File: src/rtl/pipe_pkg.sv
// Shared types and constants for the core pipeline stage registers.
package pipe_pkg;

  typedef enum logic [1:0] {
    EMPTY = 2'd0,
    ONE   = 2'd1,
    FULL  = 2'd2
  } pipe_state_e;

  localparam int INSTR_W = 32;
  localparam int PC_W    = 32;

  typedef struct packed {
    logic [INSTR_W-1:0] instr;
    logic [PC_W-1:0]    pc_plus4;
  } if_id_payload_t;

endpackage

File: src/rtl/sat_counter.sv
// Saturating up-counter used for the stage performance statistics.
module sat_counter #(
  parameter int CNT_W = 16
) (
  input  logic             clk,
  input  logic             reset,
  input  logic             inc,
  output logic [CNT_W-1:0] count
);

  logic [CNT_W-1:0] r_count;

  // Stops at all-ones rather than wrapping so long runs stay meaningful.
  always_ff @(posedge clk) begin
    if (reset) begin
      r_count <= '0;
    end else if (inc && (r_count != {CNT_W{1'b1}})) begin
      r_count <= r_count + 1'b1;
    end
  end

  assign count = r_count;

endmodule

File: src/rtl/pipe_stage_reg.sv
// Pipeline stage register with valid/ready handshake, two-entry skid buffer, stall and flush.
// Optional performance counters are built when PIPE_STAGE_PERF_EN is defined.
module pipe_stage_reg
  import pipe_pkg::*;
#(
  parameter int                DATA_W    = $bits(if_id_payload_t),
  parameter logic [DATA_W-1:0] NOP_VALUE = '0
`ifdef PIPE_STAGE_PERF_EN
  ,parameter int               CNT_W     = 16
`endif
) (
  input  logic              clk,
  input  logic              reset,
  input  logic              in_valid,
  output logic              in_ready,
  input  logic [DATA_W-1:0] in_data,
  input  logic              stall,
  input  logic              flush,
  output logic              out_valid,
  input  logic              out_ready,
  output logic [DATA_W-1:0] out_data
`ifdef PIPE_STAGE_PERF_EN
  ,output logic [CNT_W-1:0] stall_cnt
  ,output logic [CNT_W-1:0] flush_cnt
  ,output logic [CNT_W-1:0] bubble_cnt
`endif
);

  pipe_state_e       r_state;
  pipe_state_e       w_stateNext;
  logic [DATA_W-1:0] r_main;
  logic [DATA_W-1:0] r_skid;
  logic              w_accept;
  logic              w_deliver;
  logic              w_loadMainIn;
  logic              w_loadMainSkid;
  logic              w_loadSkid;

  // in_ready depends only on registered state and stall, never on out_ready.
  assign in_ready  = (r_state != FULL) && !stall;
  assign out_valid = (r_state != EMPTY) && !stall;
  assign out_data  = out_valid ? r_main : NOP_VALUE;
  assign w_accept  = in_valid && in_ready;
  assign w_deliver = out_valid && out_ready;

  always_comb begin
    w_stateNext    = r_state;
    w_loadMainIn   = 1'b0;
    w_loadMainSkid = 1'b0;
    w_loadSkid     = 1'b0;
    case (r_state)
      EMPTY: begin
        if (w_accept) begin
          w_stateNext  = ONE;
          w_loadMainIn = 1'b1;
        end
      end
      ONE: begin
        if (w_accept && w_deliver) begin
          w_loadMainIn = 1'b1;
        end else if (w_accept) begin
          w_stateNext = FULL;
          w_loadSkid  = 1'b1;
        end else if (w_deliver) begin
          w_stateNext = EMPTY;
        end
      end
      FULL: begin
        if (w_deliver) begin
          w_stateNext    = ONE;
          w_loadMainSkid = 1'b1;
        end
      end
      default: w_stateNext = EMPTY;
    endcase
    // Flush drops both held entries and any word accepted this cycle.
    if (flush) begin
      w_stateNext = EMPTY;
    end
  end

  always_ff @(posedge clk) begin
    if (reset) begin
      r_state <= EMPTY;
      r_main  <= '0;
      r_skid  <= '0;
    end else begin
      r_state <= w_stateNext;
      if (w_loadMainIn) begin
        r_main <= in_data;
      end else if (w_loadMainSkid) begin
        r_main <= r_skid;
      end
      if (w_loadSkid) begin
        r_skid <= in_data;
      end
    end
  end

`ifdef PIPE_STAGE_PERF_EN
  logic w_bubble;

  assign w_bubble = !out_valid && out_ready;

  sat_counter #(.CNT_W(CNT_W)) u_stallCnt (
    .clk   (clk),
    .reset (reset),
    .inc   (stall),
    .count (stall_cnt)
  );

  sat_counter #(.CNT_W(CNT_W)) u_flushCnt (
    .clk   (clk),
    .reset (reset),
    .inc   (flush),
    .count (flush_cnt)
  );

  sat_counter #(.CNT_W(CNT_W)) u_bubbleCnt (
    .clk   (clk),
    .reset (reset),
    .inc   (w_bubble),
    .count (bubble_cnt)
  );
`endif

endmodule
File: config.mk
export PLATFORM = sky130hd
export DESIGN_NAME = pipe_stage_reg
export DESIGN_NICKNAME = d
export VERILOG_FILES = /design/src/rtl/pipe_pkg.sv /design/src/rtl/sat_counter.sv /design/src/rtl/pipe_stage_reg.sv
export SDC_FILE = /design/constraint.sdc
export NUM_CORES = 1
export LEC_CHECK = 0
export ABC_AREA = 0
export BUFFER_PORTS_ARGS = -buffer_cell sky130_fd_sc_hd__buf_2
export CAP_MARGIN = 20
export CORE_MARGIN = 2
export CORE_UTILIZATION = 56
export CTS_BUF_LIST = sky130_fd_sc_hd__clkbuf_8
export DETAILED_ROUTE_END_ITERATION = 8
export MAX_ROUTING_LAYER = met4
export PLACE_DENSITY = 0.92
export SLEW_MARGIN = 20
export SYNTH_ARGS = -nofsm -noshare
export SYNTH_HDL_FRONTEND = slang
export SYNTH_HIERARCHICAL = 1
export SYNTH_SLANG_ARGS = --single-unit
export TNS_END_PERCENT = 1
File: constraint.sdc
create_clock -name clk -period 2 [get_ports clk]
set_clock_uncertainty 0.15 [all_clocks]
set_input_delay 0.1 -clock clk [delete_from_list [all_inputs] [get_ports clk]]
set_output_delay 0.1 -clock clk [all_outputs]
set_load 0.005 [all_outputs]
==> results of run 1 <==
[registers in the layout (all words and copies together) (netlist names)]
signal / cells
r_main: 64
r_skid: 64
r_state: 2
[worst reg2reg max path: cells and delay by family, from the launching register on]
family,cells,cell delay [ns]
mux,1,0.11
flops,1,0.37
buf+inv,2,0.70
compound gates,1,0.21
simple gates,1,0.32
[report_power, final]
part / total [mW] / internal, mW / switching [mW]
clock network: 2.02 / 1.02 / 0.995
registers: 2.73 / 2.68 / 0.0490
logic: 0.571 / 0.260 / 0.311
total: 5.32 / 3.96 / 1.36
[synth_stat cells, types with 2 or more instances]
cell type	n
nor2b_1	3
o21ai_1	64
buf_4	7
nor3_1	65
a311oi_1	64
and2_1	64
buf_1	2
nor2_1	3
a21oi_1	64
nand3_1	64
dfxtp_1	130
clkbuf_1	38
nand2b_1	2
nand2_1	128
buf_2	36
[timing repair]
item,4_1_cts,5_1_grt
endpoints found under the hold margin,130,0
setup buffers,0,2
cloned,0,3
pin swaps,0,2
setup endpoints to repair,7,65
hold buffers,66,0
gates resized for setup,1,8
[area by class of cell]
class / count / area, sq um
multi-input combinational: 532 / 2920
fill: 730 / 2520
tap: 136 / 170
clock buffer: 19 / 262
timing repair buffer: 224 / 1650
sequential: 130 / 2610
clock inverter: 13 / 96.3
[how the worst min path moves through the flow]
stage	from	to	slack, ns	cells past startpoint
2_1_floorplan	flush	r_state[0]$_SDFFE_PP0P_	0.03	1
3_3_place_gp	flush	r_state[0]$_SDFFE_PP0P_	0.13	2
3_5_place_dp	flush	r_state[0]$_SDFFE_PP0P_	0.13	2
4_1_cts	out_ready	r_state[1]$_SDFFE_PP0P_	0.02	4
5_1_grt	out_ready	r_state[1]$_SDFFE_PP0P_	0.09	4
6_report	reset	r_skid[51]$_SDFFE_PP0P_	0.06	3
[stage by stage]
stage	cells	hold slack [ns]	setup slack (ns)
after CTS	1049	0.0192	0.0433
after global routing	1054	0.0861	-0.0470
after global placement	951	0.133	0.386
final	1054	0.0631	0.0160
after floorplan	745	0.0285	0.445
after detailed placement	951	0.134	0.288
[cell families (layout without fill, tap and decap cells)]
| group | Yosys count | after routing | synth area share [%] |
|---|---|---|---|
| compound gates | 195 | 195 | 20.9 |
| xor+xnor | 1 | 1 | 0.150 |
| buf+inv | 83 | 256 | 6.54 |
| flops | 130 | 130 | 44.5 |
| mux | 1 | 1 | 0.171 |
| simple gates | 335 | 335 | 27.8 |
[routing by layer]
layer	GRT usage [%]	up-vias	routed length (um)
met1	38.0	2953	7110
met4	13.4	0	592
met3	5.52	66	1520
met2	49.7	375	8740
li1	-	2978	-
met5	-	-	0
==> flow_metrics.tcl, run 1 <==
set metrics [dict create \
    ys_seq_area_share_pct 44.5 \
    synth_top_area_share_pct 44.5 \
    gp_congestion 0.828 \
    cts_buffer_depth 2 \
    drcViolationCount 0 \
    cts_tree "built" \
    place_area_sq_um 6570 \
    power_density_nw_per_um2 690 \
    fin_util_pct 75.3 \
    drt-initial-drc-count 599 \
    report.final.slew_viol_count 0 \
    place_hpwl_um 8780 \
    worst_ep_arrival_time_ns 1.73 \
    grt_pass1_wl_um 27600 \
    synth_flop_cell "dfxtp_1" \
    final.setup.tns_ns 0 \
    cp.required_ns 1.75 \
    grt_max_degree 131 \
    numPortBuffers 135 \
    start_util_pct 57.2 \
    grt_pass1_vias 5780 \
    final_cell_mix "buf_2, nand2_1, dfxtp_1, dlygate4sd3_1, nor3_1" \
    critPathTopFamily "buffers and inverters" \
    grt_use_total_pct 30.8 \
    yosysTopAreaCell "dfxtp_1" \
    yosysWarnings 6 \
    r2r-end "r_state[0]$_SDFFE_PP0P_" \
    fin_nets 975 \
    cts-buffers-inserted 17 \
    tightestPinTransition_ns 0.608 \
    synth_seq_cells 130 \
    final_common_cell "buf_2" \
    timing.rr.start "r_state[1]$_SDFFE_PP0P_" \
    synth.cell_area_sq_um 5850 \
    firstDrtPassIters 5 \
    end_kind "output pin" \
    finalHoldViolations 0 \
    core_area_sq_um 10200 \
    layout_min_cycle_time_ns 1.98 \
    fin_crit_sh_pct 99.2 \
    cpMaxStageDelayCell "dfxtp_4" \
    ir_drop_v 0.000423 \
    postRouteAntennaNets 0 \
    cp_max_fo 17 \
    criticalPathCategory "register to output pin" \
    p_leak_nw 2.97 \
    die_w_um 106 \
    p_total_mw 5.32 \
    via_per_inst 6.05 \
    cp_num_cells 7 \
    antenna_cells 0 \
    root_buffer "clkbuf_8" \
    antenna_found_initial 0 \
    clk_latency_ns 0.43 \
    worstRegToRegCells 5 \
    relSlewSlack_pct 59.4 \
    num_rows 37 \
    synth_edf_count 0 \
    vias 6372 \
    wl_per_cell_um 17.0 \
    start_kind "register" \
    wl_um 18000 \
    die_h_um 106 \
    htreeDepth 4 \
    avgSynthCellArea_sq_um 7.85 \
    fmax_ghz 0.504 \
    area_growth_pct 31.7 \
    setup_viol 0 \
    synth_fp_nets 815 \
    dieArea_sq_um 11300 \
    ios 136 \
    cpMostUsedCell "nor2_4" \
    async_reset_ff_share_pct 0 \
    ys_top_cells_by_area "dfxtp_1, a311oi_1, nand2_1, and2_1, nor3_1" \
    yosysUniqueCellTypes 26 \
    cpPeakStageDelay_ns 0.38 \
    cts_sinks 130 \
    path_buf_inv 4 \
    critPathCapture "out_data[17]" \
    reg2reg_slack_ns 0.09 \
    max_cap_viol_count 0 \
    path_cells "buf_6, nor2_4, nor2_4, buf_4, buf_8, and2_1, buf_2" \
    syn_inst 745 \
    grt_overflow 0 \
    design_area_sq_um 7710 \
    status "finished, final reports clean" \
    drive_above_1_share_pct 21.7 \
    hold_path.class "input pin to register" \
    critPathLaunch "r_state[1]$_SDFFE_PP0P_" \
    clk_pin_slew_ns 0.08 \
]
Power figures use the tool's default switching activity.
==> run 2, diff against run 1 <==
--- a/config.mk
+++ b/config.mk
@@ -13,10 +13,9 @@
 export CTS_BUF_LIST = sky130_fd_sc_hd__clkbuf_8
 export DETAILED_ROUTE_END_ITERATION = 8
 export MAX_ROUTING_LAYER = met4
-export PLACE_DENSITY = 0.92
+export PLACE_DENSITY = 0.83
 export SLEW_MARGIN = 20
 export SYNTH_ARGS = -nofsm -noshare
 export SYNTH_HDL_FRONTEND = slang
-export SYNTH_HIERARCHICAL = 1
 export SYNTH_SLANG_ARGS = --single-unit
 export TNS_END_PERCENT = 1
==> flow_metrics.tcl, run 2 <==
set metrics [dict create \
    criticalPathCategory "register to register" \
    dieArea_sq_um 11300 \
    status "finished, final reports clean" \
    fin_util_pct 74.9 \
    final.setup.tns_ns 0 \
    antenna_found_initial 0 \
    yosysTopAreaCell "dfxtp_1" \
    report.final.slew_viol_count 0 \
    pre_cts_slack_ns 0.126 \
    fmax_ghz 0.537 \
    fin_ws_ns 0.138 \
    cp.required_ns 2.19 \
    ir_drop_v 0.000418 \
    fin_crit_sh_pct 93.1 \
    num_rows 37 \
    root_buffer "clkbuf_8" \
    p_leak_nw 2.95 \
    grt.busiest_layer "met2" \
    ios 136 \
    place_hpwl_um 9820 \
    final_common_cell "buf_2" \
    htreeDepth 4 \
    cts_sinks 130 \
    core_area_sq_um 10200 \
    wl_um 17200 \
    grt_max_degree 86 \
    end_kind "register" \
    syn_inst 745 \
    avgSynthCellArea_sq_um 7.85 \
    grt_pass1_vias 5916 \
    clk_latency_ns 0.44 \
    place_area_sq_um 6630 \
    postRouteAntennaNets 0 \
    final_cell_mix "buf_2, nand2_1, dfxtp_1, dlygate4sd3_1, nor3_1" \
    post-cts-setup-buffer-count 0 \
    drcViolationCount 0 \
    clk_pin_slew_ns 0.06 \
    wl_per_cell_um 16.3 \
    firstDrtPassIters 9 \
    hold_path.class "input pin to register" \
    fin_nets 976 \
    drive_above_1_share_pct 20.9 \
    grt_overflow 0 \
    synth_flop_cell "dfxtp_1" \
    synth_fp_nets 815 \
    gp_congestion 0.811 \
    via_per_inst 6.01 \
    start_util_pct 57.2 \
    synth.cell_area_sq_um 5850 \
    drt-initial-drc-count 597 \
    die_h_um 106 \
    power_density_nw_per_um2 685 \
    relSlewSlack_pct 65.8 \
    top_regs "r_main (64), r_skid (64), r_state (2)" \
    globalRouteMet1Util_pct 39.1 \
    start_kind "register" \
    rsz0062_at_grt "no" \
    met2_usage_pct 48.2 \
    design_area_sq_um 7660 \
    ys_seq_area_share_pct 44.5 \
    cp_max_fo 8 \
    cts_tree "built" \
    worst_ep_arrival_time_ns 2.05 \
    synth_edf_count 0 \
    met3_usage_pct 7.36 \
    vias 6329 \
    async_reset_ff_share_pct 0 \
    synth_top_area_share_pct 44.5 \
    synth_commonest_cells "dfxtp_1, nand2_1, nor3_1" \
    cts_buffer_depth 2 \
    ys_top_cells_by_area "dfxtp_1, a311oi_1, nand2_1, and2_1, nor3_1" \
    tightestPinTransition_ns 0.512 \
    area_growth_pct 30.9 \
    max_cap_viol_count 0 \
    cts-buffers-inserted 17 \
    antenna_cells 0 \
    grt_use_total_pct 31.3 \
    synth_most_common_cell "dfxtp_1" \
    grt_pass1_wl_um 27900 \
    numPortBuffers 135 \
    setup_viol 0 \
    yosysUniqueCellTypes 26 \
    finalHoldViolations 0 \
    die_w_um 106 \
    layout_min_cycle_time_ns 1.86 \
    synth_seq_cells 130 \
    yosysWarnings 0 \
]
-- run 2: cell counts after synthesis --
Identical to the previous run, type by type.
-- run 2: metrics by stage --
step                      hold WS (ns)  instances  power [mW]
after detailed placement         0.160        954        3.24
after floorplan                 0.0285        745        3.04
after CTS                       0.0111       1053        5.25
after global routing            0.0329       1053        5.46
after global placement           0.163        954        3.22
final                           0.0435       1053        5.25
-- run 2: critical path: stages (launching register included) --
cell and delay (ns):
dfxtp_4 0.39, mux2i_1 0.12, or3_1 0.30, dlygate4sd3_1 0.56, a211oi_1 0.25
-- run 2: timing repair --
item,4_1_cts,5_1_grt
resized for setup,1,2
hold buffers,69,0
hold endpoints to repair,130,0
endpoints found under the setup margin,57,29
-- run 2: cell type report --
type	instances	area (sq um)
clock inverter	11	75.1
clock buffer	19	262
multi-input combinational	532	2910
fill	704	2570
sequential	130	2610
timing repair buffer	225	1640
tap	136	170
-- run 2: routing by layer --
layer	wire, um	vias to the layer above
li1	-	2967
met1	7010	2956
met2	8330	366
met3	1470	40
met4	380	0
met5	0	-
-- run 2: power breakdown --
group / internal, mW / switching [mW] / leakage, nW
clock: 1.00 / 0.949 / 0.196
sequential: 2.68 / 0.0466 / 1.06
combinational: 0.263 / 0.310 / 1.69
total: 3.95 / 1.31 / 2.95
-- run 2: path summary, 6_finish.rpt --
check,from,endpoint,slack (ns),cells past startpoint
setup reg to reg,r_state[1]$_SDFFE_PP0P_,r_state[0]$_SDFFE_PP0P_,0.14,4
hold / removal,out_ready,r_state[1]$_SDFFE_PP0P_,0.04,4
hold reg to reg,r_skid[53]$_SDFFE_PP0P_,r_main[53]$_SDFFE_PP0P_,0.33,2
setup / recovery,r_state[1]$_SDFFE_PP0P_,r_state[0]$_SDFFE_PP0P_,0.14,4
-- run 2: cells by family after synthesis --
| kind of cell | synth area share (%) |
|---|---|
| XOR/XNOR | 0.150 |
| flip-flops | 44.5 |
| AO/OA/AOI/OAI | 20.9 |
| multiplexers | 0.171 |
| buffers and inverters | 6.54 |
| AND/OR/NAND/NOR | 27.8 |
==> run 3, diff against run 2 <==
--- a/config.mk
+++ b/config.mk
@@ -8,12 +8,11 @@
 export ABC_AREA = 0
 export BUFFER_PORTS_ARGS = -buffer_cell sky130_fd_sc_hd__buf_2
 export CAP_MARGIN = 20
-export CORE_MARGIN = 2
-export CORE_UTILIZATION = 56
+export CORE_UTILIZATION = 60
 export CTS_BUF_LIST = sky130_fd_sc_hd__clkbuf_8
 export DETAILED_ROUTE_END_ITERATION = 8
 export MAX_ROUTING_LAYER = met4
-export PLACE_DENSITY = 0.83
+export PLACE_DENSITY = 0.88
 export SLEW_MARGIN = 20
 export SYNTH_ARGS = -nofsm -noshare
 export SYNTH_HDL_FRONTEND = slang
==> constraint.sdc (replaced) <==
create_clock -name clk -period 2.2 [get_ports clk]
set_clock_uncertainty 0.15 [all_clocks]
set_input_delay 0.11 -clock clk [delete_from_list [all_inputs] [get_ports clk]]
set_output_delay 0.11 -clock clk [all_outputs]
set_load 0.005 [all_outputs]
==> flow_metrics.tcl, run 3 (synthesis results as in run 2) <==
set metrics [dict create \
    fin_nets 968 \
    vias 6693 \
    finalHoldViolations 0 \
    p_int_mw 4.05 \
    setup_viol 0 \
    postRouteAntennaNets 0 \
    fin_crit_sh_pct 90.9 \
    start_util_pct 62.7 \
    p_comb_share_pct 9.9 \
    root_buffer "clkbuf_8" \
    end_kind "output pin" \
    met3WireLength_um 1610 \
    fmax_ghz 0.500 \
    final_common_cell "buf_2" \
    die_w_um 101 \
    clk_pin_slew_ns 0.07 \
    num_rows 35 \
    hold_path.class "input pin to register" \
    htreeDepth 4 \
    seq_power_share_pct 46.5 \
    reg2reg_slack_ns 0.23 \
    drt-initial-drc-count 622 \
    cp.required_ns 1.94 \
    cp_max_fo 28 \
    cts_buffer_depth 2 \
    cts_sinks 130 \
    top_regs "r_main (64), r_skid (64), r_state (2)" \
    relSlewSlack_pct 50.7 \
    grt_use_total_pct 39.3 \
    area_growth_pct 32.0 \
    status "finished, final reports clean" \
    route.met2.wl_um 9840 \
    grt_overflow 0 \
    die_h_um 101 \
    layout_min_cycle_time_ns 2.00 \
    numPortBuffers 135 \
    min_to "r_state[1]$_SDFFE_PP0P_" \
    ios 136 \
    drive_above_1_share_pct 20.9 \
    report.final.slew_viol_count 0 \
    post-cts-setup-buffer-count 0 \
    max_cap_viol_count 0 \
    worstRegToRegCells 4 \
    criticalPathCategory "register to output pin" \
    dieArea_sq_um 10200 \
    clockPowerShare_pct 43.7 \
    hold_depth 4 \
    top_layer_used "met4" \
    p_leak_nw 2.97 \
    start_kind "register" \
    ir_drop_v 0.000429 \
    timing.rr.start "r_state[0]$_SDFFE_PP0P_" \
    wl_per_cell_um 18.5 \
    tightestPinTransition_ns 0.740 \
    clk_latency_ns 0.43 \
    r2r-end "r_main[4]$_SDFFE_PP0P_" \
    worst_ep_arrival_time_ns 1.74 \
    wl_um 19300 \
    place_hpwl_um 9730 \
    worstHoldStart "out_ready" \
    final.setup.tns_ns 0 \
    rsz0062_at_grt "no" \
    fill_cells 539 \
    grt_max_degree 131 \
    wl_met1_um 7080 \
    p_sw_mw 1.30 \
    cts-buffers-inserted 17 \
    cts_tree "built" \
    firstDrtPassIters 8 \
    drcViolationCount 0 \
    core_area_sq_um 9330 \
    grt_pass1_wl_um 30300 \
    placed_cells 942 \
    instances_no_fill 1041 \
    power_density_nw_per_um2 694 \
    gp_congestion 0.800 \
    via_per_inst 6.43 \
    whs_ns 0.103 \
    final_cell_mix "buf_2, dfxtp_1, nand2_1, dlygate4sd3_1, nor3_1" \
    swShare_pct 24.4 \
    grt_pass1_vias 6564 \
    antenna_found_initial 1 \
]
## run 3: layout make-up
cell class	count	area, sq um	area share, %
diodes	1	2.50	0.0324
clock buffers	18	248	3.21
clock inverters	14	214	2.77
multi-input cells	532	2910	37.7
flip-flops and latches	130	2600	33.7
well taps	129	161	2.09
repair buffers	217	1580	20.5
## run 3: worst max path at each step
stage                       startpoint                       to  slack [ns]  cells past startpoint
3_5_place_dp   r_state[1]$_SDFFE_PP0P_  r_main[10]$_SDFFE_PP0P_        0.29                      4
6_report       r_state[0]$_SDFFE_PP0P_             out_data[12]        0.20                      5
4_1_cts        r_state[1]$_SDFFE_PP0P_             out_data[15]        0.07                      5
5_1_grt        r_state[0]$_SDFFE_PP0P_             out_data[29]        0.09                      5
3_3_place_gp   r_state[1]$_SDFFE_PP0P_  r_main[51]$_SDFFE_PP0P_        0.35                      4
2_1_floorplan  r_state[1]$_SDFFE_PP0P_  r_skid[53]$_SDFFE_PP0P_        0.64                      5
## run 3: critical path: stages, from the launching register on
cell and delay, ns:
dfxtp_1 0.46, nor2_1 0.11, nor2_4 0.12, buf_4 0.29, and2_1 0.20, buf_2 0.12
## run 3: per-stage QoR
step                power [mW]  worst slack [ns]  util (%)  area (sq um)
floorplan                 2.76             0.645         -          5850
global placement          2.92             0.355      70.7          6600
detailed placement        2.94             0.289      70.7          6600
CTS                       5.32            0.0708      82.7          7720
global route              5.49            0.0858      82.8          7720
finish                    5.36             0.201      82.8          7720
## run 3: per-layer routing
layer	global-route usage (%)	vias up
met1	43.1	3164
li1	-	2964
met4	24.9	0
met5	-	-
met2	65.6	475
met3	7.56	90
## run 3: power groups by stage
stage | clock network (mW) | registers (mW) | logic, mW
finish | 2.34 | 2.49 | 0.529
global route | 2.43 | 2.49 | 0.565
CTS | 2.33 | 2.48 | 0.504
detailed placement | 0 | 2.53 | 0.410
global placement | 0 | 2.53 | 0.391
floorplan | 0 | 2.52 | 0.243
## run 3: repair_timing
action	4_1_cts	5_1_grt
endpoints found under the setup margin	0	10
hold buffers	66	0
endpoints found under the hold margin	128	0
gates resized for setup	0	1
